--- src/rtl/seg7_scan_ctrl.sv ---
// rtl/seg7_scan_ctrl.sv - multiplexed 7-segment scan controller with shadow/active digit banks
//
// Purpose: drives DIGITS common-cathode-style digits one at a time, each for DWELL
// cycles, decoding a hex nibble per digit. Writes land in a shadow bank; the whole
// shadow bank is copied to the displayed (active) bank on the frame-commit cycle,
// which is the cycle that wraps the digit index back to 0.
//
// Optional feature macro: SEG7_BLANK_EN inserts BLANK_CYC dead cycles between digits.
//
// Ports:
//   clk         clock, all state on rising edge
//   rst_n       asynchronous active-low reset
//   wr_valid    write request
//   wr_ready    write accepted when wr_valid && wr_ready (low on frame-commit cycle)
//   wr_idx      target digit; indices >= DIGITS are accepted and dropped
//   wr_data     hex nibble for target digit
//   wr_dp       decimal point for target digit
//   segment     active-high segments, bit 0 = a .. bit 6 = g
//   dp          active-high decimal point
//   digit_en    one-hot digit enable, or all zero
//   frame_tick  one-cycle pulse on the frame-commit cycle
module seg7_scan_ctrl #(
    parameter int DIGITS    = 4,
    parameter int DWELL     = 15000,
    parameter int CBITS     = 14,
    parameter int BLANK_CYC = 16,
    localparam int IW       = $clog2(DIGITS)
) (
    input  logic              clk,
    input  logic              rst_n,
    input  logic              wr_valid,
    output logic              wr_ready,
    input  logic [IW-1:0]     wr_idx,
    input  logic [3:0]        wr_data,
    input  logic              wr_dp,
    output logic [6:0]        segment,
    output logic              dp,
    output logic [DIGITS-1:0] digit_en,
    output logic              frame_tick
);

`ifdef SEG7_BLANK_EN
    typedef enum logic {S_SCAN = 1'b0, S_BLANK = 1'b1} state_t;
`else
    typedef enum logic [0:0] {S_SCAN = 1'b0} state_t;
`endif

    state_t            state_q, state_d;
    logic [IW-1:0]     idx_q, idx_d;
    logic [CBITS-1:0]  cnt_q, cnt_d;
    logic              run_q, run_d;

    logic [3:0]        sh_nib_q  [DIGITS];
    logic              sh_dp_q   [DIGITS];
    logic [3:0]        act_nib_q [DIGITS];
    logic              act_dp_q  [DIGITS];

    logic [6:0]        segment_q, segment_d;
    logic              dp_q, dp_d;
    logic [DIGITS-1:0] digit_en_q, digit_en_d;
    logic              frame_tick_q;
    logic              wr_ready_q;
    logic              commit_nxt;
    logic              show_d;
    logic [3:0]        nib_d;
    logic              nib_dp_d;

    function automatic logic [6:0] hex7(input logic [3:0] n);
        case (n)
            4'h0: hex7 = 7'h3F;  4'h1: hex7 = 7'h06;
            4'h2: hex7 = 7'h5B;  4'h3: hex7 = 7'h4F;
            4'h4: hex7 = 7'h66;  4'h5: hex7 = 7'h6D;
            4'h6: hex7 = 7'h7D;  4'h7: hex7 = 7'h07;
            4'h8: hex7 = 7'h7F;  4'h9: hex7 = 7'h6F;
            4'hA: hex7 = 7'h77;  4'hB: hex7 = 7'h7C;
            4'hC: hex7 = 7'h39;  4'hD: hex7 = 7'h5E;
            4'hE: hex7 = 7'h79;  default: hex7 = 7'h71;
        endcase
    endfunction

    // Next scan position. run_q holds the position at digit 0 / count 0 for the
    // first edge after reset so that digit 0 gets its full dwell.
    always_comb begin
        run_d   = 1'b1;
        state_d = state_q;
        idx_d   = idx_q;
        cnt_d   = cnt_q;
        if (run_q) begin
            unique case (state_q)
                S_SCAN: begin
                    if (cnt_q == CBITS'(DWELL - 1)) begin
                        cnt_d = '0;
`ifdef SEG7_BLANK_EN
                        state_d = S_BLANK;
`else
                        idx_d = (idx_q == IW'(DIGITS - 1)) ? '0 : idx_q + IW'(1);
`endif
                    end else begin
                        cnt_d = cnt_q + CBITS'(1);
                    end
                end
`ifdef SEG7_BLANK_EN
                S_BLANK: begin
                    if (cnt_q == CBITS'(BLANK_CYC - 1)) begin
                        cnt_d   = '0;
                        state_d = S_SCAN;
                        idx_d   = (idx_q == IW'(DIGITS - 1)) ? '0 : idx_q + IW'(1);
                    end else begin
                        cnt_d = cnt_q + CBITS'(1);
                    end
                end
`endif
                default: ;
            endcase
        end
    end

    // Outputs are registered from the next position so they line up with the
    // position registers. frame_tick_q marks the current cycle as the commit
    // cycle, so on that edge the shadow bank is what becomes visible.
    always_comb begin
`ifdef SEG7_BLANK_EN
        commit_nxt = (state_d == S_BLANK) && (cnt_d == CBITS'(BLANK_CYC - 1))
                     && (idx_d == IW'(DIGITS - 1));
        show_d     = (state_d == S_SCAN);
`else
        commit_nxt = (cnt_d == CBITS'(DWELL - 1)) && (idx_d == IW'(DIGITS - 1));
        show_d     = 1'b1;
`endif
        nib_d      = frame_tick_q ? sh_nib_q[idx_d] : act_nib_q[idx_d];
        nib_dp_d   = frame_tick_q ? sh_dp_q[idx_d]  : act_dp_q[idx_d];
        digit_en_d = show_d ? (DIGITS'(1) << idx_d) : '0;
        segment_d  = show_d ? hex7(nib_d) : 7'h00;
        dp_d       = show_d & nib_dp_d;
    end

    always_ff @(posedge clk or negedge rst_n) begin
        if (!rst_n) begin
            state_q      <= S_SCAN;
            idx_q        <= '0;
            cnt_q        <= '0;
            run_q        <= 1'b0;
            segment_q    <= '0;
            dp_q         <= 1'b0;
            digit_en_q   <= '0;
            frame_tick_q <= 1'b0;
            wr_ready_q   <= 1'b0;
            for (int i = 0; i < DIGITS; i++) begin
                sh_nib_q[i]  <= '0;
                sh_dp_q[i]   <= 1'b0;
                act_nib_q[i] <= '0;
                act_dp_q[i]  <= 1'b0;
            end
        end else begin
            state_q      <= state_d;
            idx_q        <= idx_d;
            cnt_q        <= cnt_d;
            run_q        <= run_d;
            segment_q    <= segment_d;
            dp_q         <= dp_d;
            digit_en_q   <= digit_en_d;
            frame_tick_q <= commit_nxt;
            wr_ready_q   <= ~commit_nxt;
            if (frame_tick_q) begin
                for (int i = 0; i < DIGITS; i++) begin
                    act_nib_q[i] <= sh_nib_q[i];
                    act_dp_q[i]  <= sh_dp_q[i];
                end
            end
            if (wr_valid && wr_ready_q && (32'(wr_idx) < DIGITS)) begin
                sh_nib_q[wr_idx] <= wr_data;
                sh_dp_q[wr_idx]  <= wr_dp;
            end
        end
    end

    assign segment    = segment_q;
    assign dp         = dp_q;
    assign digit_en   = digit_en_q;
    assign frame_tick = frame_tick_q;
    assign wr_ready   = wr_ready_q;

endmodule

--- config.mk ---
export PLATFORM = sky130hd
export DESIGN_NAME = seg7_scan_ctrl
export DESIGN_NICKNAME = d
export VERILOG_FILES = /design/src/rtl/seg7_scan_ctrl.sv
export SDC_FILE = /design/constraint.sdc
export NUM_CORES = 1
export LEC_CHECK = 0
export ABC_CLOCK_PERIOD_IN_PS = 2700
export CAP_MARGIN = 20
export CORE_ASPECT_RATIO = 1.2
export CORE_UTILIZATION = 52
export CTS_CLUSTER_SIZE = 10
export DETAILED_ROUTE_END_ITERATION = 10
export PLACE_DENSITY_LB_ADDON = 0.15
export SYNTH_ARGS = -nofsm -noshare
export SYNTH_HDL_FRONTEND = slang
export SYNTH_SLANG_ARGS = --single-unit
--- constraint.sdc ---
create_clock -name clk -period 2.7 [get_ports clk]
set_input_delay 0.81 -clock clk [delete_from_list [all_inputs] [get_ports clk]]
set_output_delay 0.81 -clock clk [all_outputs]
set_load 0.02 [all_outputs]
Word level (Yosys, flattened, before mapping)
Memory sizes are Yosys's and may differ from the RTL's. A register that Yosys moved wholly into a read port is not among the register bits. Cells that the tools add are included.

Register bits: 64. Memory bits (read-only): 112. Input port bits: 10. Output and inout bits: 14. Word-level logic and storage cells: 66. Memories kept: 1.

Memory list: (name not given) (depth 16, bits a word 7, read ports 1, clocked after memory_dff 1, wr ports 0, line 69) `case (n)`.

$add $sub $neg: 2. $lt $le $gt $ge: 3. Equal/unequal tests: 4. Shift operators: 1. Multiplexer cells: 25. Bitwise logic cells: 3. Reduce and logical (&&, ||, !) cells: 4.

Operators by type and width (number): $eq 14x14->1 const B (2); $mux 14 (2); $mux 4 (6); $bmux 4 s2 (2); $bwmux 16 (1); $add 14x1->14 const B (1); $demux 4 s2 (1); $ge 3x3->1 const B (2); $mux 1 (6); $mux 2 (3); $not 2->3 (2); $bmux 1 s2 (2); $bwmux 4 (1); $eq 2x2->1 const B (2); $shl 1x2->4 const A (1); $logic_and 1x1->1 (3); $lt 3x1->1 const B (1); $add 2x1->2 const B (1); $demux 1 s2 (1); $logic_not 1->1 (1); $not 1->1 (1).

Depth between registers and ports, before layout
Word-level depth: 9. Mapped depth: 13. Gate-level depth less buffers: 13.

Worst setup path after synthesis
No wires, ideal clock.

Path kind: register to register. Start: reg cnt_q[0]. End: reg segment_q[3] (netlist: segment[3]). Library setup time: 0.130 ns. Arrival: 2.648 ns. Data required time: 2.570 ns. Slack: -0.078 ns. Cell stages (with the launch flop): 13. Path buffers: 1. Period minus slack after synthesis: 2.778 ns. Cell sequence: dfrtp_1 > ha_1 > and2_1 > and4_4 > buf_6 > mux2_4 > a221oi_1 > o21a_1 > a221oi_2 > ha_1 > nand2_1 > a32oi_1 > o21ai_0.

Word-level cells in the longest chain between the ends: 8. Elaborated cells on any way between the ends: 11. Those cells by class: eq/ne (1); mux (9); bitwise (1).

RTL lines: from (decl) (line 50) `logic [CBITS-1:0] cnt_q, cnt_d;`; from (signal assigned) (line 157) `cnt_q <= cnt_d;`; $eq 14x14->1 * (line 91) `if (cnt_q == CBITS'(DWELL - 1)) begin`; $mux 2 * (line 91); $mux 2 * (line 88) `if (run_q) begin`; $not 2->3 (implied by the code) * (line 130) `nib_d = frame_tick_q ? sh_nib_q[idx_d] : act_nib_q[idx_d];`; $bmux 4 s2 (line 130); $mux 4 (implied by the code) (2 in a row) (line 130); $mux 4 * (line 130); to (decl) (line 58) `logic [6:0] segment_q, segment_d;`.

Mark *: on every way between the ends. The rest lies on a longest branch, timed or not. The select of a mux whose other input is x is not followed. A chain may end at the register's enable or synchronous reset.

Final worst setup path
Start: reg cnt_q[10]. End: reg segment_q[4] (netlist: segment[4]).

Same word-level chain as after synthesis.

==> key figures <==
Yosys
  • Synth Cell Area: 3240 µm²
  • Netlist cell types: 47
  • Count leader, synth: dfrtp_1
  • Post-synthesis sequential area ratio: 0.548
  • Synthesized instance count: 261
  • Top cells by area, synth: dfrtp_1 55%, mux2_2 14%, mux2i_1 4.0%
  • Mean area per synthesized cell: about 12 µm²
  • Synth area leader: dfrtp_1
  • Post-synth EDFFs: 0
  • Synthesized flop and latch total: 71
  • Top cells by count, synth: 71 x dfrtp_1, 39 x mux2_2, 24 x nor2_1
  • Mapped Nets: 276
  • Async SR Flop Fraction: 1.00
  • Share of the synthesized area in the top cell type: 0.548
  • Synth Warn #: 0
  • Ys flop type: dfrtp_1

Drt
  • Via Count: 2206
  • Antenna Nets Post-Route: 0
  • 1st-iter DRT viols: 72
  • DRC viols: 0
  • First-pass DRT Iterations: 4
  • DRT Wirelength: approximately 6200 µm
  • Routed WL per cell: 15.4 µm
  • Via/cell ratio: around 5.4

Worst setup path
  • CP max stage cell: dfrtp_1
  • CP startpoint kind: register
  • Crit path arrival time: about 2.8 ns
  • CP endpoint kind: register
  • CP cell instances: and4bb_2 -> and4_4 -> mux2_4 -> a221oi_4 -> o21a_1 -> a221oi_4 -> buf_4 -> ha_1 -> nor2_1 -> nor2_1
  • Crit-path max cell delay: just under 0.4 ns
  • CP Buf/Inv Count: 1
  • Crit path max fanout: 5
  • Top cell family by delay on the critical path: simple AND/OR/NAND/NOR gates
  • WS Path Type: register to register
  • Critical Path RT: roughly 2.9 ns

Cells and area
  • Diode count: 0
  • P&R area growth vs syn: 25.0%
  • Layout cells sized above 1: 0.331
  • Total Nets Final: 334
  • Post-route insts no fill: 405
  • Fin util: 0.674
  • Cell area after layout: 4050 µm²

STA
  • Tmin final: 2.61 ns
  • Final slew viol count: 0
  • Final hold vios: 0
  • Final worst-path cycle share: 0.966
  • Max Fclk: approximately 380 MHz
  • Final Skew: 0.00680 ns
  • Final setup violation count: 0
  • RSZ-0062 raised after global routing: true

Clock tree
  • Clock root buffer: clkbuf_8
  • CTS tree: done
  • CTS Hold Buffers Added: 0
  • Num Clock Sinks: 71
  • CTS Buf Count: 9
  • Longest Clk Path Bufs: 2
  • Clk_lat worst skew: 0.34 ns
  • Clock-pin slew on the worst setup and hold paths: 0.07 ns
  • Max H-tree Level: 3

Placement
  • HPWL Detailed: ~4400 µm
  • Dpl cells: 383
  • IO buf count: 23
  • Placer Congestion: 0.822
  • Placed Area: 3770 µm²

Hold path
  • Worst hold path class: input pin to asynchronous set/reset pin

Global routing
  • Initial antenna violation count: 0
  • GR Util All Layers: 0.207
  • First-pass GRT wire length: 10000 µm
  • Grt ovf: 0
  • Largest net degree at the start of global routing: 72
  • Vias in the first global route: 2151

Die
  • Ports: 24
  • Initial core utilization: 0.539
  • Row Count: 31
  • Core ar.: 6010 µm²
  • Die area: 6560 µm²
  • Die width: 74.1 µm
  • Die height: 88.5 µm

Power and ir drop
  • LEAKAGE: 1.81 nW
  • VDD IR max: 0.343 mV
  • PD cells: 586 nW/µm²

Run
  • Max_cap viols: 0

Outcome
  • Status: complete, no violations
routing by layer:
layer  part of all wire  vias to the layer above  track usage  wire length, µm
met2               0.52                       41        0.363             3270
met5                  0                        -            0                0
li1                   -                     1041            -                -
met1               0.44                     1110        0.249             2730
met4              0.018                        0       0.0997              114
met3              0.022                       14       0.0296              138
worst paths after layout:
path	end	cells after the start	slack, ns	from
min in group clk	act_nib_q[6]$_DFFE_PN0P_	1	0.50	act_nib_q[6]$_DFFE_PN0P_
max in group asynchronous	digit_en[0]$_DFF_PN0_	2	1.91	rst_n
hold / removal	cnt_q[13]$_DFF_PN0_	2	0.48	rst_n
hold reg to reg	act_nib_q[6]$_DFFE_PN0P_	1	0.50	act_nib_q[6]$_DFFE_PN0P_
setup reg to reg	segment[4]$_DFF_PN0_	10	0.09	cnt_q[10]$_DFF_PN0_
setup / recovery	segment[4]$_DFF_PN0_	10	0.09	cnt_q[10]$_DFF_PN0_
power by group:
group	switching, mW	internal, mW	leakage (nW)
Combinational	0.170	0.181	0.831
Sequential	0.0634	1.17	0.894
Clock	0.372	0.419	0.0892
Total	0.605	1.77	1.81
area by class of cell:
type / count / area [µm²]
Fill cell: 468 / 1960
Clock inverter: 4 / 47.5
Inverter: 11 / 48.8
Multi-Input combinational cell: 173 / 1480
Clock buffer: 11 / 131
Sequential cell: 71 / 1780
Tap cell: 82 / 103
Timing Repair Buffer: 53 / 463
sequential cells by signal (all words and copies together) (netlist names):
name and count:
cnt_q 14, segment 7, sh_dp_q 4, run_q 1
act_nib_q 16, idx_q 2, dp 1, frame_tick 1
digit_en 4, wr_ready 1, sh_nib_q 16, act_dp_q 4
kinds of logic after synthesis:
logic type,Yosys count,synth area share
XOR/XNOR,13,0.0351
other,1,0.00116
AND/OR/NAND/NOR,76,0.120
flip-flops,71,0.548
adder cells (fa/ha/maj),5,0.0193
multiplexers,55,0.192
buffers and inverters,17,0.0243
AO/OA/AOI/OAI,23,0.0602
worst reg2reg max path, stage by stage (launching register included):
cell	delay, ns
dfrtp_1	0.39
and4bb_2	0.34
and4_4	0.30
mux2_4	0.37
a221oi_4	0.30
o21a_1	0.21
a221oi_4	0.07
buf_4	0.18
ha_1	0.18
nor2_1	0.10
nor2_1	0.06
placed cells by master, fill, tap and decap left out, types with 2 or more instances in the layout:
cell type / count
dfrtp_1: 71
mux2_2: 39
buf_4: 29
nor2_1: 24
clkdlybuf4s50_1: 22
nand2_1: 18
mux2i_1: 13
xnor2_1: 9
clkbuf_8: 9
inv_1: 8
nor3_1: 6
nand3_1: 6
o21ai_0: 4
nand4_1: 4
xor2_1: 4
ha_1: 4
a221oi_4: 3
o21a_1: 3
and3_1: 3
and4bb_2: 2
and2_4: 2
and4_4: 2
mux2_4: 2
a221oi_2: 2
a211oi_1: 2
clkbuf_1: 2
clkinv_2: 2
per-stage QoR:
stage	setup TNS [ns]	setup slack, ns	total power [mW]	hold slack (ns)
floorplan	0	0.0221	1.43	0.450
global placement	0	0.0284	1.59	0.461
detailed placement	-0.0903	-0.0728	1.60	0.470
CTS	0	0.00626	2.39	0.494
global route	-0.0674	-0.0341	2.49	0.512
finish	0	0.0914	2.38	0.483
what timing repair did:
item | 4_1_cts | 5_1_grt
endpoints found under the setup margin | 2 | 5
pin swaps | 4 | 11
setup buffers | 3 | 4
resized for setup | 0 | 12
No activity file was read; power rests on OpenSTA's default activity.
